===== config.mk =====
export PLATFORM = sky130hd
export DESIGN_NAME = tqvp_scroll_compositor
export DESIGN_NICKNAME = d
export VERILOG_FILES = /design/src/rtl/tqvp_scroll_compositor_pkg.sv /design/src/rtl/tqvp_scroll_compositor_scroll_layer_unit.sv /design/src/rtl/tqvp_scroll_compositor.sv
export SDC_FILE = /design/constraint.sdc
export NUM_CORES = 1
export LEC_CHECK = 0
export BUFFER_PORTS_ARGS = -buffer_cell sky130_fd_sc_hd__buf_2
export CAP_MARGIN = 20
export CORE_MARGIN = 2
export CORE_UTILIZATION = 30
export CTS_BUF_LIST = sky130_fd_sc_hd__clkbuf_16
export DETAILED_ROUTE_END_ITERATION = 12
export PLACE_DENSITY = 0.57
export SETUP_SLACK_MARGIN = 0.3
export SLEW_MARGIN = 25
export SYNTH_ARGS = -nofsm -noshare
export SYNTH_HDL_FRONTEND = slang
export SYNTH_SLANG_ARGS = --single-unit

===== constraint.sdc =====
create_clock -name clk -period 6.88 [get_ports clk]
set_input_delay 1.376 -clock clk [delete_from_list [all_inputs] [get_ports clk]]
set_output_delay 1.376 -clock clk [all_outputs]
set_load 0.005 [all_outputs]

===== src/rtl/tqvp_scroll_compositor_pkg.sv =====
// Shared constants for the scroll compositor: register map, CTRL bit positions,
// colour width and the byte-lane helpers used by every register block.
package tqvp_scroll_compositor_pkg;

  localparam logic [5:0] ADDR_CTRL        = 6'h00;
  localparam logic [5:0] ADDR_STATUS      = 6'h04;
  localparam logic [5:0] ADDR_IRQ_PERIOD  = 6'h08;
  localparam logic [5:0] ADDR_KEY         = 6'h0C;
  localparam logic [5:0] ADDR_BACKDROP    = 6'h10;
  localparam logic [5:0] ADDR_SCROLL_BASE = 6'h20;
  localparam logic [5:0] ADDR_SPEED_BASE  = 6'h24;
  localparam int         LAYER_STRIDE     = 8;

  localparam int CTRL_ENABLE_BIT   = 0;
  localparam int CTRL_LAYER_EN_LSB = 1;
  localparam int CTRL_IRQ_EN_BIT   = 8;

  localparam int COLOUR_W = 6;
  typedef logic [COLOUR_W-1:0] colour_t;

  typedef enum logic [1:0] {
    ACC_BYTE = 2'b00,
    ACC_HALF = 2'b01,
    ACC_WORD = 2'b10,
    ACC_NONE = 2'b11
  } access_t;

  function automatic logic [3:0] byte_enables(input logic [1:0] write_n);
    case (access_t'(write_n))
      ACC_BYTE: return 4'b0001;
      ACC_HALF: return 4'b0011;
      ACC_WORD: return 4'b1111;
      default:  return 4'b0000;
    endcase
  endfunction

  function automatic logic [31:0] expand_mask(input logic [3:0] be);
    return {{8{be[3]}}, {8{be[2]}}, {8{be[1]}}, {8{be[0]}}};
  endfunction

endpackage


===== src/rtl/tqvp_scroll_compositor_scroll_layer_unit.sv =====
// One background layer: SCROLL/SPEED registers with byte-lane writes, the
// per-frame auto-scroll step and the scrolled-coordinate adders.
module scroll_layer_unit
  import tqvp_scroll_compositor_pkg::*;
#(
  parameter int SCROLL_W = 10,
  parameter int COORD_W  = 11
) (
  input  logic                clk,
  input  logic                rst_n,
  input  logic                scroll_sel_i,
  input  logic                speed_sel_i,
  input  logic [3:0]          byte_en_i,
  input  logic [31:0]         wdata_i,
  input  logic                tick_i,
  input  logic [COORD_W-1:0]  pix_x_i,
  input  logic [COORD_W-1:0]  pix_y_i,
  output logic [SCROLL_W-1:0] layer_x_o,
  output logic [SCROLL_W-1:0] layer_y_o,
  output logic [31:0]         scroll_rdata_o,
  output logic [31:0]         speed_rdata_o
);

  logic [SCROLL_W-1:0] scroll_x_q, scroll_y_q, scroll_x_d, scroll_y_d;
  logic [7:0]          dx_q, dy_q;
  logic [31:0]         wmask, scroll_merged, speed_merged;
  logic                unused_bits;

  assign wmask          = expand_mask(byte_en_i);
  assign scroll_rdata_o = 32'(scroll_x_q) | (32'(scroll_y_q) << 16);
  assign speed_rdata_o  = {16'd0, dy_q, dx_q};
  // Merge against the read view so untouched byte lanes keep their value.
  assign scroll_merged  = (scroll_rdata_o & ~wmask) | (wdata_i & wmask);
  assign speed_merged   = (speed_rdata_o & ~wmask) | (wdata_i & wmask);

  // NOTE: every always_comb output gets a default first, so no path can infer a latch.
  always_comb begin
    scroll_x_d = scroll_x_q;
    scroll_y_d = scroll_y_q;
    if (scroll_sel_i) begin
      scroll_x_d = scroll_merged[SCROLL_W-1:0];
      scroll_y_d = scroll_merged[16+:SCROLL_W];
    end else if (tick_i) begin
      scroll_x_d = scroll_x_q + SCROLL_W'($signed(dx_q));
      scroll_y_d = scroll_y_q + SCROLL_W'($signed(dy_q));
    end
  end

  // NOTE: sequential state uses non-blocking assignments so all flops update together.
  always_ff @(posedge clk) begin
    if (!rst_n) begin
      scroll_x_q <= '0;
      scroll_y_q <= '0;
      dx_q       <= '0;
      dy_q       <= '0;
    end else begin
      scroll_x_q <= scroll_x_d;
      scroll_y_q <= scroll_y_d;
      if (speed_sel_i) begin
        dx_q <= speed_merged[7:0];
        dy_q <= speed_merged[15:8];
      end
    end
  end

  assign layer_x_o = SCROLL_W'(pix_x_i) + scroll_x_q;
  assign layer_y_o = SCROLL_W'(pix_y_i) + scroll_y_q;

  assign unused_bits = ^{scroll_merged, speed_merged[31:16], pix_x_i, pix_y_i};

endmodule


===== src/rtl/tqvp_scroll_compositor.sv =====
// TinyQV peripheral compositing scrolling background layers onto RGB222 VGA:
// global registers, frame tick, interrupt divider and priority compositor.
module tqvp_scroll_compositor
  import tqvp_scroll_compositor_pkg::*;
#(
  parameter int NUM_LAYERS = 3,
  parameter int SCROLL_W   = 10,
  parameter int COORD_W    = 11
) (
  input  logic                           clk,
  input  logic                           rst_n,
  input  logic [5:0]                     address,
  input  logic [31:0]                    data_in,
  input  logic [1:0]                     data_write_n,
  input  logic [1:0]                     data_read_n,
  output logic [31:0]                    data_out,
  output logic                           data_ready,
  input  logic [COORD_W-1:0]             pix_x,
  input  logic [COORD_W-1:0]             pix_y,
  input  logic                           visible,
  input  logic                           hsync_in,
  input  logic                           vsync_in,
  input  logic [COLOUR_W*NUM_LAYERS-1:0] layer_rgb,
  output logic [SCROLL_W*NUM_LAYERS-1:0] layer_x,
  output logic [SCROLL_W*NUM_LAYERS-1:0] layer_y,
  output logic [7:0]                     uo_out,
  output logic                           user_interrupt
);

  logic [3:0]            byte_en;
  logic                  wr;
  logic                  enable_q, irq_en_q, irq_pending_q, irq_pending_d, vsync_q;
  logic [NUM_LAYERS-1:0] layer_en_q, scroll_sel, speed_sel;
  logic [15:0]           frame_cnt_q, frame_cnt_d;
  logic [7:0]            div_q, div_d, irq_period_q;
  colour_t               key_q, backdrop_q, colour_d;
  logic [7:0]            uo_q, uo_d;
  logic                  tick, advance, irq_set;
  logic [31:0]           scroll_rdata [NUM_LAYERS];
  logic [31:0]           speed_rdata  [NUM_LAYERS];
  logic                  unused_read_n;

  assign byte_en = byte_enables(data_write_n);
  assign wr      = |byte_en;
  assign tick    = vsync_in & ~vsync_q;
  assign advance = tick & enable_q;

  for (genvar i = 0; i < NUM_LAYERS; i++) begin : g_layer
    assign scroll_sel[i] = wr && (address == ADDR_SCROLL_BASE + 6'(LAYER_STRIDE * i));
    assign speed_sel[i]  = wr && (address == ADDR_SPEED_BASE + 6'(LAYER_STRIDE * i));

    scroll_layer_unit #(
      .SCROLL_W (SCROLL_W),
      .COORD_W  (COORD_W)
    ) u_layer (
      .clk            (clk),
      .rst_n          (rst_n),
      .scroll_sel_i   (scroll_sel[i]),
      .speed_sel_i    (speed_sel[i]),
      .byte_en_i      (byte_en),
      .wdata_i        (data_in),
      .tick_i         (advance),
      .pix_x_i        (pix_x),
      .pix_y_i        (pix_y),
      .layer_x_o      (layer_x[SCROLL_W*i+:SCROLL_W]),
      .layer_y_o      (layer_y[SCROLL_W*i+:SCROLL_W]),
      .scroll_rdata_o (scroll_rdata[i]),
      .speed_rdata_o  (speed_rdata[i])
    );
  end

  // A fresh interrupt beats a same-cycle W1C so no period is ever lost.
  always_comb begin
    frame_cnt_d   = frame_cnt_q;
    div_d         = div_q;
    irq_pending_d = irq_pending_q;
    irq_set       = 1'b0;
    if (advance) begin
      frame_cnt_d = frame_cnt_q + 16'd1;
      if (div_q == irq_period_q) begin
        div_d   = '0;
        irq_set = irq_en_q;
      end else begin
        div_d = div_q + 8'd1;
      end
    end
    if (wr && address == ADDR_IRQ_PERIOD) div_d = '0;
    if (wr && address == ADDR_STATUS && data_in[0]) irq_pending_d = 1'b0;
    if (irq_set) irq_pending_d = 1'b1;
  end

  // Scan from the highest index down so the lowest enabled, non-key layer wins.
  always_comb begin
    colour_d = backdrop_q;
    for (int i = NUM_LAYERS - 1; i >= 0; i--) begin
      if (layer_en_q[i] && layer_rgb[COLOUR_W*i+:COLOUR_W] != key_q)
        colour_d = layer_rgb[COLOUR_W*i+:COLOUR_W];
    end
    if (!visible || !enable_q) colour_d = '0;
  end

  assign uo_d = {vsync_in, hsync_in, colour_d};

  always_ff @(posedge clk) begin
    if (!rst_n) begin
      enable_q      <= 1'b0;
      layer_en_q    <= '0;
      irq_en_q      <= 1'b0;
      irq_pending_q <= 1'b0;
      frame_cnt_q   <= '0;
      div_q         <= '0;
      irq_period_q  <= '0;
      key_q         <= '0;
      backdrop_q    <= '0;
      vsync_q       <= 1'b0;
      uo_q          <= '0;
    end else begin
      vsync_q       <= vsync_in;
      uo_q          <= uo_d;
      frame_cnt_q   <= frame_cnt_d;
      div_q         <= div_d;
      irq_pending_q <= irq_pending_d;
      if (wr) begin
        case (address)
          ADDR_CTRL: begin
            enable_q   <= data_in[CTRL_ENABLE_BIT];
            layer_en_q <= data_in[CTRL_LAYER_EN_LSB+:NUM_LAYERS];
            if (byte_en[1]) irq_en_q <= data_in[CTRL_IRQ_EN_BIT];
          end
          ADDR_IRQ_PERIOD: irq_period_q <= data_in[7:0];
          ADDR_KEY:        key_q        <= data_in[COLOUR_W-1:0];
          ADDR_BACKDROP:   backdrop_q   <= data_in[COLOUR_W-1:0];
          default: ;
        endcase
      end
    end
  end

  always_comb begin
    data_out = '0;
    case (address)
      ADDR_CTRL: begin
        data_out[CTRL_ENABLE_BIT]                  = enable_q;
        data_out[CTRL_LAYER_EN_LSB+:NUM_LAYERS]    = layer_en_q;
        data_out[CTRL_IRQ_EN_BIT]                  = irq_en_q;
      end
      ADDR_STATUS: begin
        data_out[0]     = irq_pending_q;
        data_out[31:16] = frame_cnt_q;
      end
      ADDR_IRQ_PERIOD: data_out[7:0]          = irq_period_q;
      ADDR_KEY:        data_out[COLOUR_W-1:0] = key_q;
      ADDR_BACKDROP:   data_out[COLOUR_W-1:0] = backdrop_q;
      default: ;
    endcase
    for (int i = 0; i < NUM_LAYERS; i++) begin
      if (address == ADDR_SCROLL_BASE + 6'(LAYER_STRIDE * i)) data_out = scroll_rdata[i];
      if (address == ADDR_SPEED_BASE + 6'(LAYER_STRIDE * i))  data_out = speed_rdata[i];
    end
  end

  assign uo_out         = uo_q;
  assign user_interrupt = irq_pending_q;
  assign data_ready     = 1'b1;
  assign unused_read_n  = ^data_read_n;

endmodule

### Word-level counts from Yosys, hierarchy flattened

Cells that the tools add are included.

| operators by class | value |
|---|---|
| bitwise logic cells | 21 |
| reduce and logical (&&, ||, !) cells | 29 |
| add/sub/neg operators | 14 |
| mux-type cells | 33 |
| equality and inequality tests | 16 |

Operator list:

| operator | number |
|---|---|
| $mux 32 | 6 |
| $add 10x10->10 | 12 |
| $mux 10 | 12 |
| $and 26x26->26 | 4 |
| $or 10x26->26 | 3 |
| $or 26x26->26 | 3 |
| $and 16x16->16 | 3 |
| $or 16x16->16 | 3 |
| $eq 6x6->1 const B | 6 |
| $not 26->26 | 1 |
| $mux 6 | 3 |
| $ne 6x6->1 | 3 |
| $add 16x1->16 const B | 1 |
| $mux 16 | 1 |
| $eq 6x4->1 const B | 2 |
| $logic_and 1x1->1 | 12 |
| $pmux 3 s4 | 1 |
| $pmux 4 s3 | 1 |
| $add 8x1->8 const B | 1 |
| $eq 8x8->1 | 1 |
| $mux 8 | 1 |
| $reduce_and 2->1 | 4 |
| $reduce_bool 2->1 | 4 |
| $eq 6x3->1 const B | 1 |
| 16 further kinds | 24 |

| storage, ports and cells | value |
|---|---|
| output and inout bits | 102 |
| logic and storage cells | 137 |
| input bits | 87 |
| register bits | 167 |

### Longest topological paths before layout

| logic depth | value |
|---|---|
| depth after elaboration | 8 |
| depth in mapped cells | 10 |
| depth with buffers taken out | 10 |

### Hierarchy

A second synthesis with hierarchy kept.

| second synthesis, totals | value |
|---|---|
| cells, all modules | 1731 |
| area total of the unflattened synthesis | 13982.2 µm² |

Modules (own cells, without submodules):

| module | area an instance (µm²) | times used | cells each | seq. area each (µm²) |
|---|---|---|---|---|
| scroll_layer_unit at g_layer[0].u_layer ... | 3171.8 | 2 | 399 | 720.7 |
| tqvp_scroll_compositor | 4460.5 | 1 | 532 | 1161.1 |
| scroll_layer_unit at g_layer[2].u_layer | 3178.0 | 1 | 401 | 720.7 |

### Worst setup path after synthesis

OpenSTA, ideal clock, no wires.

| timing path | value |
|---|---|
| kind | input port to output port |
| start | input port pix_x[1] |
| end | output port layer_x[9] |
| path buffers | 0 |
| stages | 8 |
| arrival | 3.002 ns |
| data required time | 5.504 ns |
| slack | 2.502 ns |
| cell sequence | ha_1 -> a21o_1 -> a21oi_1 -> o21ai_0 -> or3_1 -> a31o_2 -> a21oi_1 -> xnor2_1 |

| on the way | value |
|---|---|
| cells in the longest elaborated chain, start to end | 1 |

RTL lines:

| what | line | source |
|---|---|---|
| start: declaration | tqvp_scroll_compositor.sv:18 | `input logic [COORD_W-1:0] pix_x,` |
| $add 10x10->10 | tqvp_scroll_compositor_scroll_layer_unit.sv:66 | `assign layer_x_o = SCROLL_W'(pix_x_i) + scroll_x_q;` |
| end: declaration | tqvp_scroll_compositor.sv:24 | `output logic [SCROLL_W*NUM_LAYERS-1:0] layer_x,` |

Every way passes these cells.

### Worst setup path in the final report

| timing path | value |
|---|---|
| start | input port address[3] |
| end | output port data_out[3] |

| on the way | value |
|---|---|
| cells in the longest elaborated chain, start to end | 8 |
| elaborated cells on any way between the ends | 17 |

RTL lines:

| what | line | source |
|---|---|---|
| start: declaration | tqvp_scroll_compositor.sv:12 | `input logic [5:0] address,` |
| $eq 6x5->1, or another cell as far along | tqvp_scroll_compositor.sv:141 | `case (address)` |
| $pmux 3 s4 | tqvp_scroll_compositor.sv:141 |  |
| $mux 32 | tqvp_scroll_compositor.sv:157 | `if (address == ADDR_SCROLL_BASE + 6'(LAYER_STRIDE * i)) data_out = scroll_rdata[i];` |
| $mux 32 | tqvp_scroll_compositor.sv:158 | `if (address == ADDR_SPEED_BASE + 6'(LAYER_STRIDE * i)) data_out = speed_rdata[i];` |
| $mux 32 | tqvp_scroll_compositor.sv:157 |  |
| $mux 32 | tqvp_scroll_compositor.sv:158 |  |
| $mux 32 | tqvp_scroll_compositor.sv:157 |  |
| $mux 32 (*) | tqvp_scroll_compositor.sv:158 |  |
| end: declaration | tqvp_scroll_compositor.sv:16 | `output logic [31:0] data_out,` |

Mark *: on every way between the ends. The rest lies on a longest branch, timed or not.

==> results.yml <==
logic_synthesis:
  yosys.area_share.simple_pct: 21.1
  synth_compound_area_share_pct: 21.5
  async_reset_ff_share_pct: 0
  avgSynthCellArea_um2: 8.02
  synth.top_cell.area_share_pct: 26.9
  synth_most_common_cell: "nand2_1"
  ys_types: 77
  yosysWarnings: 0
  synth_adder_area_share_pct: 13.3
  synth-seq-cells: 166
  synth_fp_nets: 1751
  ys.flop_type: "dfxtp_1"
  synth_edf_count: 0
  synth_xor_xnor_area_share_pct: 8.93
  netlist_area_mm2: 0.0124
  yosysTopAreaCell: "dfxtp_1"
  synth_seq_area_share_pct: 26.9
  synthTopCellsByArea: "dfxtp_1 (27%), ha_1 (11%), nand2_1 (5.7%)"
  synthMuxAreaShare_pct: 4.30
  synth_common_cells: "nand2_1 (188), dfxtp_1 (166), nor2_1 (138), a21oi_1 (124), ha_1 (112)"
  syn_inst: 1540
  synth_top_family_by_area: "compound AO/OA/AOI/OAI gates"
timing:
  clock.fmax_mhz: 197
  worst_slew_pin_slew_ns: 1.15
  slew_headroom_pct: 23.0
  slew_viol_final: 0
  layout_min_cycle_time_ns: 5.07
  finClkSkew_ns: 0.0156
  rsz0062_at_grt: "false"
  finalCritPeriodShare_pct: 73.8
  setup_viol: 0
  totalNegativeSetupSlack_ns: 0
  hold_violations: 0
placement:
  portBuffers: 177
  hpwl_um: 33700
  place_congestion: 0.894
flow_run:
  maxCapViolCount: 0
cts:
  root_buffer: "clkbuf_16"
  clock_path_buffers: 2
  clkSinkCount: 166
  cts_tree: "yes"
  cts.clk_slew.worst_paths_ns: 0.06
  clk_latency_ns: 0.45
  cts_hold_buf: 0
  cts_buffers: 17
  cts_resized: 0
  cts_setup_buffers: 0
  htree_levels: 4
critical_path:
  r2r_slack_ns: 4.13
  crit_chain: "buf_2 -> nor2b_1 -> and2_1 -> nand2_1 -> o21ai_0 -> a221oi_1 -> nand3_1 -> buf_2"
  end_kind: "output pin"
  cp-start-kind: "input pin"
  cp_data_required_time_ns: 5.50
  slowest_stage: "and2_1"
  cp_common_cell: "buf_2"
  worst-path-max-fanout: 19
  criticalPathCategory: "in2out"
  critical_path_buf_inv_count: 2
  cpLargestDelayFamily: "simple AND/OR/NAND/NOR gates"
  critPathArrivalTime_ns: 3.70
  critPathMaxStageDelay_ns: 0.81
finish:
  area_growth_pct: 15.8
  num_antenna_cells: 0
  nets: 1890
  n_fill_cell: 4267
  finish.utilization_pct: 35.1
  drive_gt1_share_pct: 15.8
floorplanning:
  start_util_pct: 30.3
  dieArea_mm2: 0.0428
  die_height_um: 207
  rows: 74
  core_area_mm2: 0.0407
  die_w_um: 207
  io_pins: 189
worst_hold_path:
  min_path_type: "reg2reg"
power_and_ir_drop:
  powerDensity_mw_per_mm2: 150
  ir_drop_v: 0.000172
  power_leakage_nw: 5.92
run_status:
  status: "finished, final reports clean"
global_routing:
  antenna_found_initial: 0
  first_global_vias: 11473
  grt_pass1_wl_um: 65600
  grt.total_usage_pct: 20.2
  grt-ovfl-total: 0
  grt_max_degree: 100
drt:
  drcViolationCount: 0
  drtIter0Drc: 809
  wl_per_cell_um: 19.7
  ant_nets: 0
  via_per_inst: 5.43
  dr.pass1.iters: 6
  num_vias: 12072
  routed_wl_um: 43900
==> worst register-to-register path, stage by stage (launching register included) <==
cell	delay [ns]
dfxtp_1	0.48
and3b_1	0.21
buf_4	0.42
nand4_1	0.55
nor4_1	0.59
nand3_1	0.16
xor2_1	0.16
nor2_1	0.05
==> through the flow <==
step           cells  total power [mW]  hold WS, ns  setup slack (ns)  instance area, um2
2_1_floorplan   1540              1.12        0.453              2.50               12400
3_3_place_gp    2191              1.22        0.466              1.87               13700
3_5_place_dp    2191              1.22        0.468              1.87               13700
4_1_cts         2223              2.16        0.479              1.85               14300
5_1_grt         2224              2.21        0.509              1.69               14300
6_report        2224              2.14        0.478              1.81               14300
==> per-layer routing <==
metal,track usage (%),share of wire (%),up-vias
met5,0,0,-
met2,35.5,49,455
met4,7.09,2.6,0
li1,-,-,5813
met1,25.4,42,5738
met3,2.54,6.2,66
==> cell usage in the layout (no fill, tap or decap), types with 13 or more instances in the layout <==
master | Yosys | final
nand2_1 | 188 | 188
buf_2 | 10 | 177
dfxtp_1 | 166 | 166
nor2_1 | 138 | 136
a21oi_1 | 124 | 124
ha_1 | 112 | 112
o21ai_0 | 95 | 95
xnor2_1 | 72 | 72
xor2_1 | 54 | 54
mux2i_1 | 52 | 52
inv_1 | 45 | 46
nand3_1 | 40 | 40
nor3_1 | 32 | 32
nor2b_1 | 27 | 27
nand2b_1 | 22 | 22
a21o_1 | 21 | 21
a211oi_1 | 18 | 18
and2_1 | 17 | 17
a222oi_1 | 17 | 17
clkbuf_16 | 0 | 17
a22oi_1 | 16 | 16
a311oi_1 | 14 | 14
o21a_1 | 13 | 13
buf_4 | 6 | 13
==> kinds of logic after synthesis <==
kind of cell,Yosys count
multiplexers,53
buffers and inverters,118
flip-flops,166
adder cells (fa/ha/maj),124
AND/OR/NAND/NOR,541
other,1
AO/OA/AOI/OAI,411
XOR/XNOR,126
==> report_power, final <==
part           switching [mW]  total [mW]  internal [mW]
Clock                   0.445       0.945          0.500
Combinational           0.140       0.226         0.0856
Sequential            0.00754       0.973          0.966
==> layout make-up <==
cell class / instances / area [um2] / share of cell area, %
clock buffer: 17 / 425 / 2.97
clock inverter: 15 / 131 / 0.919
inverter: 46 / 174 / 1.22
multi-input combinational: 1256 / 8570 / 59.9
sequential: 166 / 3320 / 23.2
tap: 532 / 666 / 4.65
timing repair buffer: 192 / 1010 / 7.06
==> final timing paths <==
| check | start | to | cells past startpoint |
|---|---|---|---|
| worst min-delay path | flip-flop | flip-flop | 2 |
| worst max-delay path | address[3] | data_out[3] | 8 |
| worst max register to register | enable_q | frame_cnt_q[15] | 7 |
| worst min register to register | flip-flop | flip-flop | 2 |
No activity file was read; power rests on OpenSTA's default activity.
